--- src/rtl/hsv_core_issue_scoreboard_if.sv ---
// Issue-stage handshake bundle: upstream instruction, downstream release,
// writeback retirement, flush, and scoreboard status.
interface hsv_core_issue_scoreboard_if #(
  parameter int RegAmount = 32
);
  logic                 flush_req;
  logic                 valid_i;
  logic                 ready_o;
  logic [RegAmount-2:0] mask_i;
  logic [RegAmount-2:0] rd_mask_i;
  logic                 valid_o;
  logic                 ready_i;
  logic                 wb_valid;
  logic [RegAmount-2:0] wb_mask;
  logic [RegAmount-2:0] busy_mask;
  logic                 hazard_o;
  logic                 underflow_o;

  modport master (
    output flush_req, valid_i, mask_i, rd_mask_i, ready_i, wb_valid, wb_mask,
    input  ready_o, valid_o, busy_mask, hazard_o, underflow_o
  );

  modport slave (
    input  flush_req, valid_i, mask_i, rd_mask_i, ready_i, wb_valid, wb_mask,
    output ready_o, valid_o, busy_mask, hazard_o, underflow_o
  );
endinterface

--- src/rtl/hsv_core_issue_scoreboard.sv ---
// Issue-stage register scoreboard: counts in-flight writes per architectural
// register and holds an instruction until none of its registers are busy.
module hsv_core_issue_scoreboard #(
  parameter int RegAmount  = 32,
  parameter int MaxPending = 3
) (
  input logic                        clk_core,
  input logic                        rst_core,
  hsv_core_issue_scoreboard_if.slave sb
);
  localparam int MW = RegAmount - 1;
  localparam int CW = $clog2(MaxPending + 1);
  localparam logic [CW-1:0] CntMax = CW'(MaxPending);
  localparam logic [CW-1:0] CntOne = CW'(1);

  logic [CW-1:0] cnt_q [MW];
  logic [CW-1:0] cnt_d [MW];
  logic [MW-1:0] busy_q;
  logic [MW-1:0] busy_d;
  logic [MW-1:0] full_s;
  logic          underflow_q;
  logic          underflow_d;
  logic          hazard_s;
  logic          fire_s;
  logic          release_s;

  // Hazard is judged on registered counts only; a same-cycle writeback does not bypass.
  always_comb begin
    full_s = '0;
    for (int i = 0; i < MW; i++) begin
      full_s[i] = (cnt_q[i] == CntMax);
    end
    hazard_s  = (|(sb.mask_i & busy_q)) | (|(sb.rd_mask_i & full_s));
    release_s = sb.valid_i & ~hazard_s & ~sb.flush_req & ~rst_core;
    fire_s    = release_s & sb.ready_i;
  end

  assign sb.valid_o     = release_s;
  assign sb.ready_o     = fire_s;
  assign sb.hazard_o    = sb.valid_i & hazard_s & ~rst_core;
  assign sb.busy_mask   = busy_q;
  assign sb.underflow_o = underflow_q;

  // Per-register counter next state; flush wipes counts and ignores writebacks.
  always_comb begin
    underflow_d = underflow_q;
    busy_d      = '0;
    for (int i = 0; i < MW; i++) begin
      cnt_d[i] = cnt_q[i];
      if (sb.flush_req) begin
        cnt_d[i] = '0;
      end else begin
        case ({fire_s & sb.rd_mask_i[i],
               sb.wb_valid & sb.wb_mask[i] & (cnt_q[i] != '0)})
          2'b10:   cnt_d[i] = cnt_q[i] + CntOne;
          2'b01:   cnt_d[i] = cnt_q[i] - CntOne;
          default: cnt_d[i] = cnt_q[i];
        endcase
        if (sb.wb_valid && sb.wb_mask[i] && (cnt_q[i] == '0)) begin
          underflow_d = 1'b1;
        end else begin
          underflow_d = underflow_d;
        end
      end
      busy_d[i] = (cnt_d[i] != '0);
    end
  end

  // State registers with synchronous reset.
  always_ff @(posedge clk_core) begin
    if (rst_core) begin
      for (int i = 0; i < MW; i++) begin
        cnt_q[i] <= '0;
      end
      busy_q      <= '0;
      underflow_q <= 1'b0;
    end else begin
      for (int i = 0; i < MW; i++) begin
        cnt_q[i] <= cnt_d[i];
      end
      busy_q      <= busy_d;
      underflow_q <= underflow_d;
    end
  end
endmodule

--- src/flat_wrapper.sv ---
// flat-port wrapper written by rule: the top's interface ports become plain ports
module hsv_core_issue_scoreboard_flat 
#(
  parameter int RegAmount  = 32,
  parameter int MaxPending = 3
)
  (clk_core, rst_core, sb_flush_req, sb_valid_i, sb_mask_i, sb_rd_mask_i, sb_ready_i, sb_wb_valid, sb_wb_mask, sb_ready_o, sb_valid_o, sb_busy_mask, sb_hazard_o, sb_underflow_o);
  hsv_core_issue_scoreboard_if #(.RegAmount(RegAmount)) sb_i ();
  input logic clk_core;
  input logic rst_core;
  input wire logic [$bits(sb_i.flush_req)-1:0] sb_flush_req;
  input wire logic [$bits(sb_i.valid_i)-1:0] sb_valid_i;
  input wire logic [$bits(sb_i.mask_i)-1:0] sb_mask_i;
  input wire logic [$bits(sb_i.rd_mask_i)-1:0] sb_rd_mask_i;
  input wire logic [$bits(sb_i.ready_i)-1:0] sb_ready_i;
  input wire logic [$bits(sb_i.wb_valid)-1:0] sb_wb_valid;
  input wire logic [$bits(sb_i.wb_mask)-1:0] sb_wb_mask;
  output wire logic [$bits(sb_i.ready_o)-1:0] sb_ready_o;
  output wire logic [$bits(sb_i.valid_o)-1:0] sb_valid_o;
  output wire logic [$bits(sb_i.busy_mask)-1:0] sb_busy_mask;
  output wire logic [$bits(sb_i.hazard_o)-1:0] sb_hazard_o;
  output wire logic [$bits(sb_i.underflow_o)-1:0] sb_underflow_o;
  assign sb_i.flush_req = sb_flush_req;
  assign sb_i.valid_i = sb_valid_i;
  assign sb_i.mask_i = sb_mask_i;
  assign sb_i.rd_mask_i = sb_rd_mask_i;
  assign sb_i.ready_i = sb_ready_i;
  assign sb_i.wb_valid = sb_wb_valid;
  assign sb_i.wb_mask = sb_wb_mask;
  assign sb_ready_o = sb_i.ready_o;
  assign sb_valid_o = sb_i.valid_o;
  assign sb_busy_mask = sb_i.busy_mask;
  assign sb_hazard_o = sb_i.hazard_o;
  assign sb_underflow_o = sb_i.underflow_o;
  hsv_core_issue_scoreboard #(.RegAmount(RegAmount), .MaxPending(MaxPending)) u_core (.clk_core(clk_core), .rst_core(rst_core), .sb(sb_i));
endmodule
--- config.mk ---
export PLATFORM = sky130hd
export DESIGN_NAME = hsv_core_issue_scoreboard_flat
export DESIGN_NICKNAME = d
export VERILOG_FILES = /design/src/rtl/hsv_core_issue_scoreboard_if.sv /design/src/rtl/hsv_core_issue_scoreboard.sv /design/src/flat_wrapper.sv
export SDC_FILE = /design/constraint.sdc
export NUM_CORES = 1
export LEC_CHECK = 0
export BUFFER_PORTS_ARGS = -buffer_cell sky130_fd_sc_hd__buf_2
export CAP_MARGIN = 15
export CORE_MARGIN = 3
export CORE_UTILIZATION = 45
export DETAILED_ROUTE_END_ITERATION = 7
export HOLD_SLACK_MARGIN = 0.12
export PLACE_DENSITY = 0.73
export SYNTH_ARGS = -nofsm -noshare
export SYNTH_HDL_FRONTEND = slang
export SYNTH_SLANG_ARGS = --single-unit
--- constraint.sdc ---
create_clock -name clk_core -period 3.2 [get_ports clk_core]
set_input_delay 0.64 -clock clk_core [delete_from_list [all_inputs] [get_ports clk_core]]
set_output_delay 0.64 -clock clk_core [all_outputs]
set_load 0.02 [all_outputs]
* After elaboration in Yosys (flattened, before gate mapping)
Memory sizes are Yosys's and may differ from the RTL's.
Cells that the tools add are included.
** Word-level totals
- Register bits :: 32
- Word-level logic and storage cells :: 609
- Output and inout bits :: 35
- RAM bits :: 62
- Memories :: 1
** Operators by class
- $add $sub $neg :: 62
- Equality and inequality tests :: 93
- Bitwise logic cells :: 136
- Mux-type cells :: 158
- Reductions and logical operators :: 157
** Memories
- u_core.cnt_q :: depth 31, bits a word 2, read ports 31, clocked after memory_dff 0, write ports 31, RTL line hsv_core_issue_scoreboard.sv:16 : logic [CW-1:0] cnt_q [MW];
** Operator list (count)
- equality test 2 bit (second input constant) :: 62
- two-way mux 2 bit :: 62
- case mux 2 bit (2 select lines) :: 31
- nonzero test 2 bit :: 62
- AND 1 bit :: 99
- two-way mux 1 bit :: 65
- adder 2 x 1 -> 2 bit (second input constant) :: 31
- AND 31 bit :: 2
- equality test 2 x 1 -> 1 bit (second input constant) :: 31
- logical AND 1 bit :: 62
- logical NOT 2 bit :: 31
- OR reduction 31 bit :: 2
- subtractor 2 x 1 -> 2 bit (second input constant) :: 31
- OR 1 bit :: 32
- NOT 1 bit :: 3

* Logic depth before layout (Yosys ltp)
- Depth after elaboration :: 64
- Mapped depth :: 12
- Gate-level depth less buffers :: 10

* Least setup slack after synthesis
Ideal clock, no wire load.
- Path kind :: in2reg
- Start point :: input port sb_rd_mask_i[10]
- End point :: register u_core.busy_q[12], in the netlist u_core.sb.busy_mask[12]
- Buffers on the path :: 1
- Setup time :: 132 ps
- Slack :: 532 ps
- Stages :: 10
- Arrival time :: 2535 ps
- Cell sequence :: nand3_1 > nand4_1 > or4_4 > nor3_4 > buf_6 > nand3_1 > ha_1 > nor2_1 > xnor2_1 > a21oi_1
** Between the ends
- Longest elaborated chain between the ends :: 13
- Elaborated cells between the ends (all ways) :: 14
** Ends and longest elaborated chain
- start: declaration :: RTL line flat_wrapper.sv:14 : input wire logic [$bits(sb_i.rd_mask_i)-1:0] sb_rd_mask_i;
- AND 31 bit (*) :: RTL line hsv_core_issue_scoreboard.sv:33 : hazard_s = (|(sb.mask_i & busy_q)) | (|(sb.rd_mask_i & full_s));
- OR reduction 31 bit (*) :: RTL line hsv_core_issue_scoreboard.sv:33
- OR 1 bit (*) :: RTL line hsv_core_issue_scoreboard.sv:33
- NOT 1 bit (*) :: RTL line hsv_core_issue_scoreboard.sv:34 : release_s = sb.valid_i & ~hazard_s & ~sb.flush_req & ~rst_core;
- AND 1 bit (*) (3 in a row) :: RTL line hsv_core_issue_scoreboard.sv:34
- AND 1 bit (*) :: RTL line hsv_core_issue_scoreboard.sv:35 : fire_s = release_s & sb.ready_i;
- AND 1 bit (*) :: RTL line hsv_core_issue_scoreboard.sv:53 : case ({fire_s & sb.rd_mask_i[i],
- equality test 2 x 1 -> 1 bit or equality test 2 bit (tied branches) :: RTL line hsv_core_issue_scoreboard.sv:53
- case mux 2 bit (2 select lines) (*) :: RTL line hsv_core_issue_scoreboard.sv:53
- two-way mux 2 bit (*) :: RTL line hsv_core_issue_scoreboard.sv:50 : if (sb.flush_req) begin
- nonzero test 2 bit (*) :: RTL line hsv_core_issue_scoreboard.sv:65 : busy_d[i] = (cnt_d[i] != '0);
- end signal: assignment :: RTL line hsv_core_issue_scoreboard.sv:81 : busy_q <= busy_d;
- end: declaration :: RTL line hsv_core_issue_scoreboard.sv:18 : logic [MW-1:0] busy_q;
Mark *: on every way between the ends. The rest lies on a longest branch, timed or not.
A chain may end at the register's enable or synchronous reset.

* Worst setup path after layout
- Start point :: input port sb_mask_i[12]
- End point :: output port sb_ready_o
** Between the ends
- Longest elaborated chain between the ends :: 8
** Ends and longest elaborated chain
- start: declaration :: RTL line flat_wrapper.sv:13 : input wire logic [$bits(sb_i.mask_i)-1:0] sb_mask_i;
- AND 31 bit :: RTL line hsv_core_issue_scoreboard.sv:33
- OR reduction 31 bit :: RTL line hsv_core_issue_scoreboard.sv:33
- OR 1 bit :: RTL line hsv_core_issue_scoreboard.sv:33
- NOT 1 bit :: RTL line hsv_core_issue_scoreboard.sv:34
- AND 1 bit (3 in a row) :: RTL line hsv_core_issue_scoreboard.sv:34
- AND 1 bit :: RTL line hsv_core_issue_scoreboard.sv:35
- end: declaration :: RTL line flat_wrapper.sv:18 : output wire logic [$bits(sb_i.ready_o)-1:0] sb_ready_o;
Every way passes these cells.

==> impl_results.md <==
- Status: finished clean
- Crit path from: sb_mask_i[12]
- Port buffer count: 133
- Period utilization: 95.05%
- LEAKAGE: 2.480 nW
- Clock net sink count: 94
- Num CTS Buffers: 9
- Vias in the first global route: 4755
- DPL Wire Length: 11030 um
- Worst hold start: rst_core
- Required time worst endpoint: 2.56 ns
- Total track usage: 23.41%
- Seq/Total Area, Yosys: 37.48%
- Initial antenna violation count: 0
- ANT nets after route: 0
- Most frequent cells in the layout: nor2_1, buf_2, dfxtp_1
- Starting Density: 47.36%
- Area of the mapped netlist: 0.005021 mm2
- Net count, final: 873
- RR Endpoint: u_core.sb.busy_mask[30]
- DR WL/cell: 16.58 um
- FF+latch count, synth: 94
- Area Growth Syn to Fin: 20.31%
- Clk_skew: 0.01176 ns
- Largest net degree at the start of global routing: 62
- RSZ-0062 raised after global routing: false
- Syn Nets: 746
- Drt drc: 0
- Kind of critical path: in2out
- Vias: 4894
- Core area: 0.01060 mm2
- Syn Inst Count: 616
- Diodes inserted: 0
- Reg clk slew, reported paths: 0.08 ns
- Post-layout util: 56.98%
- IO Pins: 134
- Post-Syn Area per Cell: 8.151 um2
- EDFF count, synth: 0
- Predominant post-synthesis flop cell: dfxtp_1
- Synth unique cells: 29
- Vias per inst: 5.542
- Warnings from Yosys: 0
- # setup viols final: 0
- Placed cells: 868
- Detailed Route WL: 14640 um
- Clock latency on the worst-skew pair: 0.36 ns
- Post-CTS sizing: 0
- F_max: 0.3288 GHz
- Die Span Y: 111.6 um
- H-Tree Depth: 3
- Critical path arrival: 2.40 ns
- Hold_buf cts: 0
- Worst Reg2Reg Path Length in Cells: 11
- Initial detailed-routing violation count: 307
- Max transition margin: 53.66%
- Endpoint type of the worst setup path: primary output
- Setup TNS: 0 ns
- Post-layout minimum cycle time: 3.041 ns
- First-pass GRT wire length: 23570 um
- Chip Width: 111.6 um
- Max-slew violations: 0
- TritonRoute pass-1 iters: 5
- Hold-critical path depth: 2
- Slew @ Worst Pin: 0.6951 ns
- Peak supply drop: 0.2313 mV
- Cell Rows: 37
- Min-delay worst type: in2reg
- Reg2Reg Setup Slack: 0.58 ns
- Grt ovf: 0
- WHS Endpoint: u_core.sb.underflow_o
- Ys async rst share: 0%
- Layout Cells excl Fill: 883
- Clock root buffer master: clkbuf_8
- Commonest non-fill, non-tap cell in the layout: nor2_1
- Die area: 0.01246 mm2
- R2R Path Start: u_core.cnt_q[5][2]
- Pwr dens: 371.5 mW/mm2
- MaxCap Viol Count: 0
- CP Launch Type: primary input
- Fin Hold WS: 0.4984 ns
- Share of layout cells above drive strength 1: 21.82%
- Final Hold Violating Endpoints: 0
- Routability cong.: 0.8481
- Setup Fix Bufs, Post-CTS: 0
- Max Buffers Root-to-Sink: 2
- CTS tree: yes
- CP Max Fanout: 25
-- synthesized netlist by cell type, types with 2 or more instances --
cell type | n | area [um2]
a221oi_1 | 7 | 61.31
a22o_1 | 7 | 61.31
nand4_1 | 9 | 56.30
a31oi_1 | 3 | 18.77
and3_1 | 33 | 206.5
and4_1 | 2 | 17.52
nor2_1 | 157 | 589.3
nand2_1 | 38 | 142.6
buf_6 | 3 | 33.78
a21oi_1 | 34 | 170.2
nand3_1 | 54 | 270.3
a22oi_1 | 15 | 112.6
dfxtp_1 | 94 | 1882
ha_1 | 31 | 387.9
xor2_1 | 31 | 271.5
xnor2_1 | 62 | 543.0
nand3_2 | 3 | 30.03
clkbuf_1 | 22 | 82.58
-- worst max path at each step --
stage	cells after the start	to
global route	9	sb_ready_o
global placement	9	sb_ready_o
CTS	9	sb_ready_o
floorplan	10	u_core.sb.busy_mask[12]
detailed placement	9	sb_ready_o
finish	9	sb_ready_o
-- logic make-up after synthesis --
| group | Yosys count | share of synthesized area [%] |
|---|---|---|
| AOI/OAI and AO/OA | 68 | 8.797 |
| xor gates and xnor gates | 93 | 16.22 |
| adders and majority gates | 31 | 7.725 |
| buffers and inverters | 27 | 2.467 |
| DFF | 94 | 37.48 |
| and+or+nand+nor | 303 | 27.31 |
-- registers in the layout, indices dropped and copies added, names as in the netlist --
register,flops
u_core.cnt_q,62
u_core.sb.busy_mask,31
u_core.sb.underflow_o,1
-- through the flow --
stage / power [mW] / setup WS (ns) / area [um2]
floorplan: 1.338 / 0.5323 / 5021
global placement: 1.453 / 0.1636 / 5842
detailed placement: 1.460 / 0.1383 / 5842
CTS: 2.251 / 0.1374 / 6041
global route: 2.329 / 0.06133 / 6041
finish: 2.244 / 0.1585 / 6041
-- report_power, final --
group          total [mW]  switching, mW  internal [mW]
Clock               0.807          0.406          0.401
Combinational       0.250          0.149          0.101
Sequential           1.19        0.00955           1.18
-- critical path, stage by stage --
cell and delay [ns]:
buf_2 0.09, a22o_1 0.21, a221oi_1 0.33, buf_4 0.18, nand4_1 0.13, nor3_4 0.22
buf_12 0.21, and4_1 0.20, buf_2 0.16
-- routing by layer --
layer,routed length (um),GRT usage (%),vias up,share of wire (%)
met3,1148,3.315,23,7.8
met1,6138,30.82,2319,42
met2,7033,39.37,198,48
li1,-,-,2354,-
met5,0,0,-,0
met4,322,8.029,0,2.2
-- final cells by class --
cell class / instances / area, um2
Clock buffer: 12 / 155.1
Clock inverter: 3 / 43.79
Fill cell: 990 / 4561
Inverter: 1 / 3.754
Multi-Input combinational cell: 495 / 3015
Sequential cell: 94 / 1882
Tap cell: 136 / 170.2
Timing Repair Buffer: 142 / 770.7
(Power assumes the default switching activity.)
